**config.mk**
```make
export PLATFORM = sky130hd
export DESIGN_NAME = inst_cache_flat
export DESIGN_NICKNAME = d
export VERILOG_FILES = /design/src/rtl/inst_cache_pkg.sv /design/src/rtl/inst_cache_if.sv /design/src/rtl/icache_refill_fsm.sv /design/src/rtl/inst_cache.sv /design/src/flat_wrapper.sv
export SDC_FILE = /design/constraint.sdc
export NUM_CORES = 2
export LEC_CHECK = 0
export CAP_MARGIN = 40
export CORE_UTILIZATION = 60
export CTS_CLUSTER_SIZE = 8
export DETAILED_ROUTE_END_ITERATION = 8
export GPL_TIMING_DRIVEN = 0
export PLACE_DENSITY = 0.82
export SYNTH_ARGS = -nofsm -noshare
export SYNTH_HDL_FRONTEND = slang
export SYNTH_SLANG_ARGS = --single-unit
```
**constraint.sdc**
```tcl
create_clock -name clk -period 15.3 [get_ports clk]
set_input_delay 3.06 -clock clk [delete_from_list [all_inputs] [get_ports clk]]
set_output_delay 3.06 -clock clk [all_outputs]
set_load 0.03 [all_outputs]
```
**src/rtl/inst_cache_pkg.sv**
```systemverilog
// inst_cache_pkg: shared FSM encoding, default geometry and miss filler for the instruction cache.
package inst_cache_pkg;
   typedef enum logic {IDLE = 1'b0, REFILL = 1'b1} state_e;
   localparam int LINES_DEF = 16;
   localparam int WORDS_DEF = 4;
   // addi x0,x0,0: harmless if the fetch stage ever latches a non-hit cycle
   localparam logic [31:0] INST_FLUSH = 32'h0000_0013;
endpackage

```
**src/rtl/inst_cache_if.sv**
```systemverilog
// inst_cache_if: fetch-side and backing-memory signals of the instruction cache.
interface inst_cache_if;
   logic        inst_ce_i;
   logic [31:0] inst_addr_i;
   logic        flush_i;
   logic [31:0] inst_o;
   logic        inst_valid_o;
   logic        cache_stall_o;
   logic        mem_req_o;
   logic [31:0] mem_addr_o;
   logic        mem_ack_i;
   logic [31:0] mem_data_i;
   modport slave (
      input  inst_ce_i, inst_addr_i, flush_i, mem_ack_i, mem_data_i,
      output inst_o, inst_valid_o, cache_stall_o, mem_req_o, mem_addr_o
   );
   modport master (
      output inst_ce_i, inst_addr_i, flush_i, mem_ack_i, mem_data_i,
      input  inst_o, inst_valid_o, cache_stall_o, mem_req_o, mem_addr_o
   );
endinterface

```
**src/rtl/icache_refill_fsm.sv**
```systemverilog
// icache_refill_fsm: IDLE/REFILL sequencer that fetches one line word by word over req/ack.
module icache_refill_fsm
   import inst_cache_pkg::*;
#(
   parameter int WORDS = WORDS_DEF,
   localparam int OFF = $clog2(WORDS)
) (
   input  logic            clk,
   input  logic            rst,
   input  logic            start_i,
   input  logic [29-OFF:0] line_i,
   input  logic            flush_i,
   input  logic            mem_ack_i,
   output logic            mem_req_o,
   output logic [31:0]     mem_addr_o,
   output logic            busy_o,
   output logic            we_o,
   output logic            done_o,
   output logic            fill_valid_o,
   output logic [OFF-1:0]  cnt_o,
   output logic [29-OFF:0] line_o
);
   state_e          state_q, state_d;
   logic [OFF-1:0]  cnt_q, cnt_d;
   logic [29-OFF:0] base_q, base_d;
   logic            kill_q, kill_d;

   always_ff @(posedge clk)
      if (!rst) begin
         state_q <= IDLE;
         cnt_q   <= '0;
         base_q  <= '0;
         kill_q  <= 1'b0;
      end else begin
         state_q <= state_d;
         cnt_q   <= cnt_d;
         base_q  <= base_d;
         kill_q  <= kill_d;
      end

   always_comb begin
      state_d = state_q;
      cnt_d   = cnt_q;
      base_d  = base_q;
      kill_d  = kill_q;
      if (state_q == IDLE) begin
         if (start_i) begin
            state_d = REFILL;
            cnt_d   = '0;
            base_d  = line_i;
            kill_d  = 1'b0;
         end
      end else begin
         if (flush_i) kill_d = 1'b1;
         if (mem_ack_i) begin
            cnt_d = cnt_q + 1'b1;
            if (cnt_q == OFF'(WORDS - 1)) state_d = IDLE;
         end
      end
   end

   // a flush landing on the final ack must also leave the line invalid
   always_comb begin
      mem_req_o    = state_q == REFILL;
      mem_addr_o   = {base_q, cnt_q, 2'b00};
      busy_o       = state_q != IDLE;
      we_o         = mem_req_o && mem_ack_i;
      done_o       = we_o && cnt_q == OFF'(WORDS - 1);
      fill_valid_o = !kill_q && !flush_i;
      cnt_o        = cnt_q;
      line_o       = base_q;
   end
endmodule

```
**src/rtl/inst_cache.sv**
```systemverilog
// inst_cache: direct-mapped instruction cache, combinational hits, req/ack line refill on miss.
// Defining ICACHE_STATS_EN adds saturating hit/miss counters on hit_cnt_o/miss_cnt_o.
module inst_cache
   import inst_cache_pkg::*;
#(
   parameter int LINES = LINES_DEF,
   parameter int WORDS = WORDS_DEF
) (
   input logic clk,
   input logic rst,
   inst_cache_if.slave bus
`ifdef ICACHE_STATS_EN
   ,
   output logic [31:0] hit_cnt_o,
   output logic [31:0] miss_cnt_o
`endif
);
   localparam int OFF = $clog2(WORDS);
   localparam int IDX = $clog2(LINES);
   localparam int TAG = 30 - OFF - IDX;

   logic [LINES-1:0] valid_q;
   logic [TAG-1:0]   tag_q [LINES];
   logic [31:0]      data_q [LINES][WORDS];
   logic [OFF-1:0]   off, cnt;
   logic [IDX-1:0]   idx, fidx;
   logic [TAG-1:0]   tag;
   logic [29-OFF:0]  line;
   logic             hit, busy, start, we, done, fill_valid;
   logic             unused_addr;

   assign unused_addr = ^bus.inst_addr_i[1:0];
   assign off   = bus.inst_addr_i[OFF+1:2];
   assign idx   = bus.inst_addr_i[OFF+IDX+1:OFF+2];
   assign tag   = bus.inst_addr_i[31:OFF+IDX+2];
   assign fidx  = line[IDX-1:0];
   assign hit   = valid_q[idx] && tag_q[idx] == tag;
   assign start = bus.inst_ce_i && !hit && !busy;

   assign bus.inst_valid_o  = bus.inst_ce_i && hit && !busy;
   assign bus.cache_stall_o = busy || (bus.inst_ce_i && !hit);
   assign bus.inst_o        = bus.inst_valid_o ? data_q[idx][off] : INST_FLUSH;

   icache_refill_fsm #(.WORDS(WORDS)) u_fsm (
      .clk          (clk),
      .rst          (rst),
      .start_i      (start),
      .line_i       (bus.inst_addr_i[31:OFF+2]),
      .flush_i      (bus.flush_i),
      .mem_ack_i    (bus.mem_ack_i),
      .mem_req_o    (bus.mem_req_o),
      .mem_addr_o   (bus.mem_addr_o),
      .busy_o       (busy),
      .we_o         (we),
      .done_o       (done),
      .fill_valid_o (fill_valid),
      .cnt_o        (cnt),
      .line_o       (line)
   );

   // the fill write comes last so it wins over a same-cycle flush clear
   always_ff @(posedge clk)
      if (!rst) valid_q <= '0;
      else begin
         if (bus.flush_i) valid_q <= '0;
         if (done) valid_q[fidx] <= fill_valid;
      end

   always_ff @(posedge clk)
      if (rst && we) begin
         data_q[fidx][cnt] <= bus.mem_data_i;
         if (done) tag_q[fidx] <= line[29-OFF:IDX];
      end

`ifdef ICACHE_STATS_EN
   logic [31:0] hit_cnt_q, hit_cnt_d, miss_cnt_q, miss_cnt_d;

   always_comb begin
      hit_cnt_d  = bus.inst_valid_o && ~&hit_cnt_q ? hit_cnt_q + 32'd1 : hit_cnt_q;
      miss_cnt_d = start && ~&miss_cnt_q ? miss_cnt_q + 32'd1 : miss_cnt_q;
   end

   always_ff @(posedge clk)
      if (!rst) begin
         hit_cnt_q  <= '0;
         miss_cnt_q <= '0;
      end else begin
         hit_cnt_q  <= hit_cnt_d;
         miss_cnt_q <= miss_cnt_d;
      end

   assign hit_cnt_o  = hit_cnt_q;
   assign miss_cnt_o = miss_cnt_q;
`endif
endmodule

```
**src/flat_wrapper.sv**
```systemverilog
// flat-port wrapper written by rule: the top's interface ports become plain ports
module inst_cache_flat import inst_cache_pkg::*;
#(
   parameter int LINES = LINES_DEF,
   parameter int WORDS = WORDS_DEF
)
  (clk, rst, bus_inst_ce_i, bus_inst_addr_i, bus_flush_i, bus_mem_ack_i, bus_mem_data_i, bus_inst_o, bus_inst_valid_o, bus_cache_stall_o, bus_mem_req_o, bus_mem_addr_o);
  inst_cache_if bus_i ();
  input logic clk;
  input logic rst;
  input wire logic [$bits(bus_i.inst_ce_i)-1:0] bus_inst_ce_i;
  input wire logic [$bits(bus_i.inst_addr_i)-1:0] bus_inst_addr_i;
  input wire logic [$bits(bus_i.flush_i)-1:0] bus_flush_i;
  input wire logic [$bits(bus_i.mem_ack_i)-1:0] bus_mem_ack_i;
  input wire logic [$bits(bus_i.mem_data_i)-1:0] bus_mem_data_i;
  output wire logic [$bits(bus_i.inst_o)-1:0] bus_inst_o;
  output wire logic [$bits(bus_i.inst_valid_o)-1:0] bus_inst_valid_o;
  output wire logic [$bits(bus_i.cache_stall_o)-1:0] bus_cache_stall_o;
  output wire logic [$bits(bus_i.mem_req_o)-1:0] bus_mem_req_o;
  output wire logic [$bits(bus_i.mem_addr_o)-1:0] bus_mem_addr_o;
  assign bus_i.inst_ce_i = bus_inst_ce_i;
  assign bus_i.inst_addr_i = bus_inst_addr_i;
  assign bus_i.flush_i = bus_flush_i;
  assign bus_i.mem_ack_i = bus_mem_ack_i;
  assign bus_i.mem_data_i = bus_mem_data_i;
  assign bus_inst_o = bus_i.inst_o;
  assign bus_inst_valid_o = bus_i.inst_valid_o;
  assign bus_cache_stall_o = bus_i.cache_stall_o;
  assign bus_mem_req_o = bus_i.mem_req_o;
  assign bus_mem_addr_o = bus_i.mem_addr_o;
  inst_cache #(.LINES(LINES), .WORDS(WORDS)) u_core (.clk(clk), .rst(rst), .bus(bus_i));
endmodule
```
==> metrics.md <==
| Metric | Value |
|---|---|
| Routability congestion estimate | ~0.95 |
| Worst hold slack | ~0.5 ns |
| Die width | roughly 400 µm |
| Final Setup Violations | 0 |
| Critical path type | in2out |
| Rel. slew slack | a little under a third |
| Setup TNS | 0 ns |
| Reg2reg start | u_core.u_fsm.busy_o |
| First-pass detailed-route iteration total | 8 |
| Via count | ~54000 |
| Yosys cell types | 57 |
| Status | completed |
| CTS sink count | roughly 2500 |
| EDFF count, synth | ~2400 |
| Deepest clock path buffer count | 4 |
| Hold Path Stages | 2 |
| Die Span Y | around 400 µm |
| Worst setup path startpoint | bus_inst_addr_i[5] |
| Crit-path leading delay family | buffers and inverters |
| Syn avg cell area | 23.93 µm² |
| HP Start | u_core.valid_q[10] |
| Commonest non-fill, non-tap cell in the layout | edfxtp_1 |
| Vias/cell | between 7 and 8 |
| Clock Latency Late Sink | between 0.9 and 1 ns |
| Commonest non-fill, non-tap cells in the layout | edfxtp_1, mux4_2, clkbuf_16 |
| Critical path data arrival time | between 9 and 10 ns |
| Core area | between 150000 and 200000 µm² |
| Post-route design area | between 100000 and 150000 µm² |
| Area post-placement | between 100000 and 150000 µm² |
| CTS resizes | 0 |
| Yosys top cell by area | edfxtp_1 |
| Grt ovf | 0 |
| # port buffers | around 130 |
| CP endpoint kind | output port |
| Slew Viols, Final | 0 |
| Yosys reg bits | roughly 2500 |
| Pwr/cell area | between 100 and 150 nW/µm² |
| Nets | roughly 4700 |
| Share of layout cells above drive strength 1 | about a third |
| Synthesized cell area | around 95000 µm² |
| Post-CTS Hold Fix Bufs | 0 |
| Total Routing Usage GR | 40.44% |
| Slowest stage delay, CP | slightly below 0.9 ns |
| Initial DRC count | approximately 12000 |
| Maximum VDD drop | 0.0001518 V |
| Max Cap Violations | 0 |
| TritonCTS buffer count | 360 |
| Final Total Pwr | 15400 µW |
| # H-tree levels | 5 |
| Slew at the pin closest to its max-slew limit | roughly 1.0 ns |
| Critical path cell sequence | clkdlybuf4s50_1 -> buf_4 -> buf_4 -> buf_4 -> buf_4 -> buf_2 -> clkbuf_1 -> buf_8 -> clkbuf_1 -> mux4_2 -> mux4_2 -> mux4_2 -> nor2b_1 -> clkdlybuf4s50_1 |
| Worst EP required | 12.24 ns |
| Critical path startpoint category | primary input |
| P_leak | around 0.035 µW |
| HP Class | reg2reg |
| RSZ-0062 raised after global routing | false |
| Hold Fails Final Rpt | 0 |
| Post-synthesis async set-or-reset flop share | 0% |
| CTS tree | done |
| Final wirelength | ~320000 µm |
| Standard-cell rows | between 100 and 150 |
| DRC | 0 |
| Share of Yosys cell area claimed by the top area cell type | between 70% and 80% |
| Synth Warn # | 0 |
| Antenna violations before repair | 20 |
| I/O Pins | 136 |
| CP Buf/Inv Count | 10 |
| CTS Root Cell | clkbuf_16 |
| Flop2flop setup slack | about 12 ns |
| Wire length of the first global-routing pass | ~440000 µm |
| Die area | approximately 160000 µm² |
| Final min period | 12.79 ns |
| Area contributors post-synth | edfxtp_1, mux4_2, mux2i_1 |
| Slowest cell on crit path | clkdlybuf4s50_1 |
| Area growth, synth to finish | 18.18% |
| Seq/Total Area, Yosys | between 70% and 80% |
| # Post-CTS Setup Buffers | 0 |
| Achievable Freq | 0.07816 GHz |
| Mapped Cells | roughly 4000 |
| Hold Path End | u_core.valid_q[10] |
| Top_reg_cell synth | edfxtp_1 |
| Critical path fanouts, max | 10 |
| Largest net degree at the start of global routing | 65 |
| Most used cell, CP | buf_4 |
| Setup Skew | roughly 0.097 ns |
| Worst reg2reg path depth | 7 |
| Reg2reg end | u_core.data_q[12][82] |
| Period utilization | a little over four fifths |
| Initial Util | roughly three fifths |
| HPWL after DPL | 180100 µm |
| Clock slew seen by the registers of the worst setup and hold paths | approximately 0.050 ns |
| WL per Instance | approximately 48 µm |
| Post-DRT Antenna Nets | 0 |
| Vias in the first global route | around 53000 |
==> area by class of cell <==
class	instances	area [µm²]
Clock buffer	406	9286
Antenna cell	8	20.02
Inverter	8	30.03
Clock inverter	5	62.56
Fill cell	7968	44290
Tap cell	2058	2575
Multi-Input combinational cell	1276	20790
Buffer	213	955.9
Sequential cell	2480	73990
Timing Repair Buffer	331	4751
==> synthesized netlist by cell type, types with 2 or more instances <==
master	instances
and2_1	2
o211ai_1	2
inv_1	8
nor3_1	7
xor2_1	8
o22a_1	2
mux4_2	744
a31oi_1	2
o2111ai_1	2
or2_1	3
or3_1	18
a221oi_1	5
mux2i_1	102
nor2b_1	38
nand4_1	6
buf_4	12
a211oi_1	2
o21ai_0	22
buf_2	64
dfxtp_1	48
edfxtp_1	2432
nand2b_1	5
nand2_1	79
a21o_1	2
ha_1	4
a221o_1	2
a22oi_1	19
buf_1	45
nand3_1	10
buf_6	4
mux2_2	11
nor2_1	96
o22ai_1	15
xnor2_1	14
clkbuf_1	88
and3_1	7
a21oi_1	26
==> power breakdown <==
part / switching, µW / internal (µW)
combinational: 511 / 310
clock: 2880 / 4200
sequential: 25.0 / 7480
==> worst min-delay path: cells and delay by family, from the launching register on <==
family             cells  cell delay (ns)
DFF                    1             0.30
AOI/OAI and AO/OA      2             0.14
==> per-layer routing <==
metal  GRT usage, %  wire length [µm]  vias up
met4          30.63             31270       24
li1               -                 -    18340
met3          11.82             47020     1578
met1          49.11             95950    27020
met2          61.92            149500     6716
met5              0               223        -
==> flip-flops by register name (all words and copies together) (netlist names) <==
name / flops
u_core.data_q: 2048
u_core.tag_q: 384
u_core.u_fsm.line_o: 28
u_core.u_fsm.cnt_o: 2
u_core.valid_q: 16
u_core.u_fsm.busy_o: 1
u_core.u_fsm.kill_q: 1
==> worst max path at each step <==
| stage | end | slack (ns) | cells past startpoint |
|---|---|---|---|
| floorplan | bus_inst_o[11] | 5.93 | 10 |
| global placement | bus_inst_o[4] | 2.84 | 12 |
| detailed placement | bus_inst_o[22] | 2.88 | 13 |
| CTS | bus_inst_o[21] | 2.65 | 13 |
| global route | bus_inst_o[21] | 2.56 | 13 |
| finish | bus_inst_o[22] | 2.51 | 14 |
==> logic make-up after synthesis <==
family | count (synthesis) | synth area share (%)
multiplexers | 857 | 18.81
buffers and inverters | 221 | 1.035
AND/OR/NAND/NOR | 280 | 1.375
XOR/XNOR | 22 | 0.2025
flip-flops | 2480 | 77.75
other | 1 | 0.003941
adder cells (fa/ha/maj) | 4 | 0.05260
AO/OA/AOI/OAI | 111 | 0.7652
==> through the flow <==
stage | util, % | instances | setup WS (ns)
floorplan | - | 3977 | 5.930
global placement | 63.17 | 6163 | 2.840
detailed placement | 65.62 | 6352 | 2.880
CTS | 71.58 | 6763 | 2.650
global route | 71.73 | 6777 | 2.564
finish | 71.74 | 6785 | 2.505
Power figures use the tool's default switching activity.
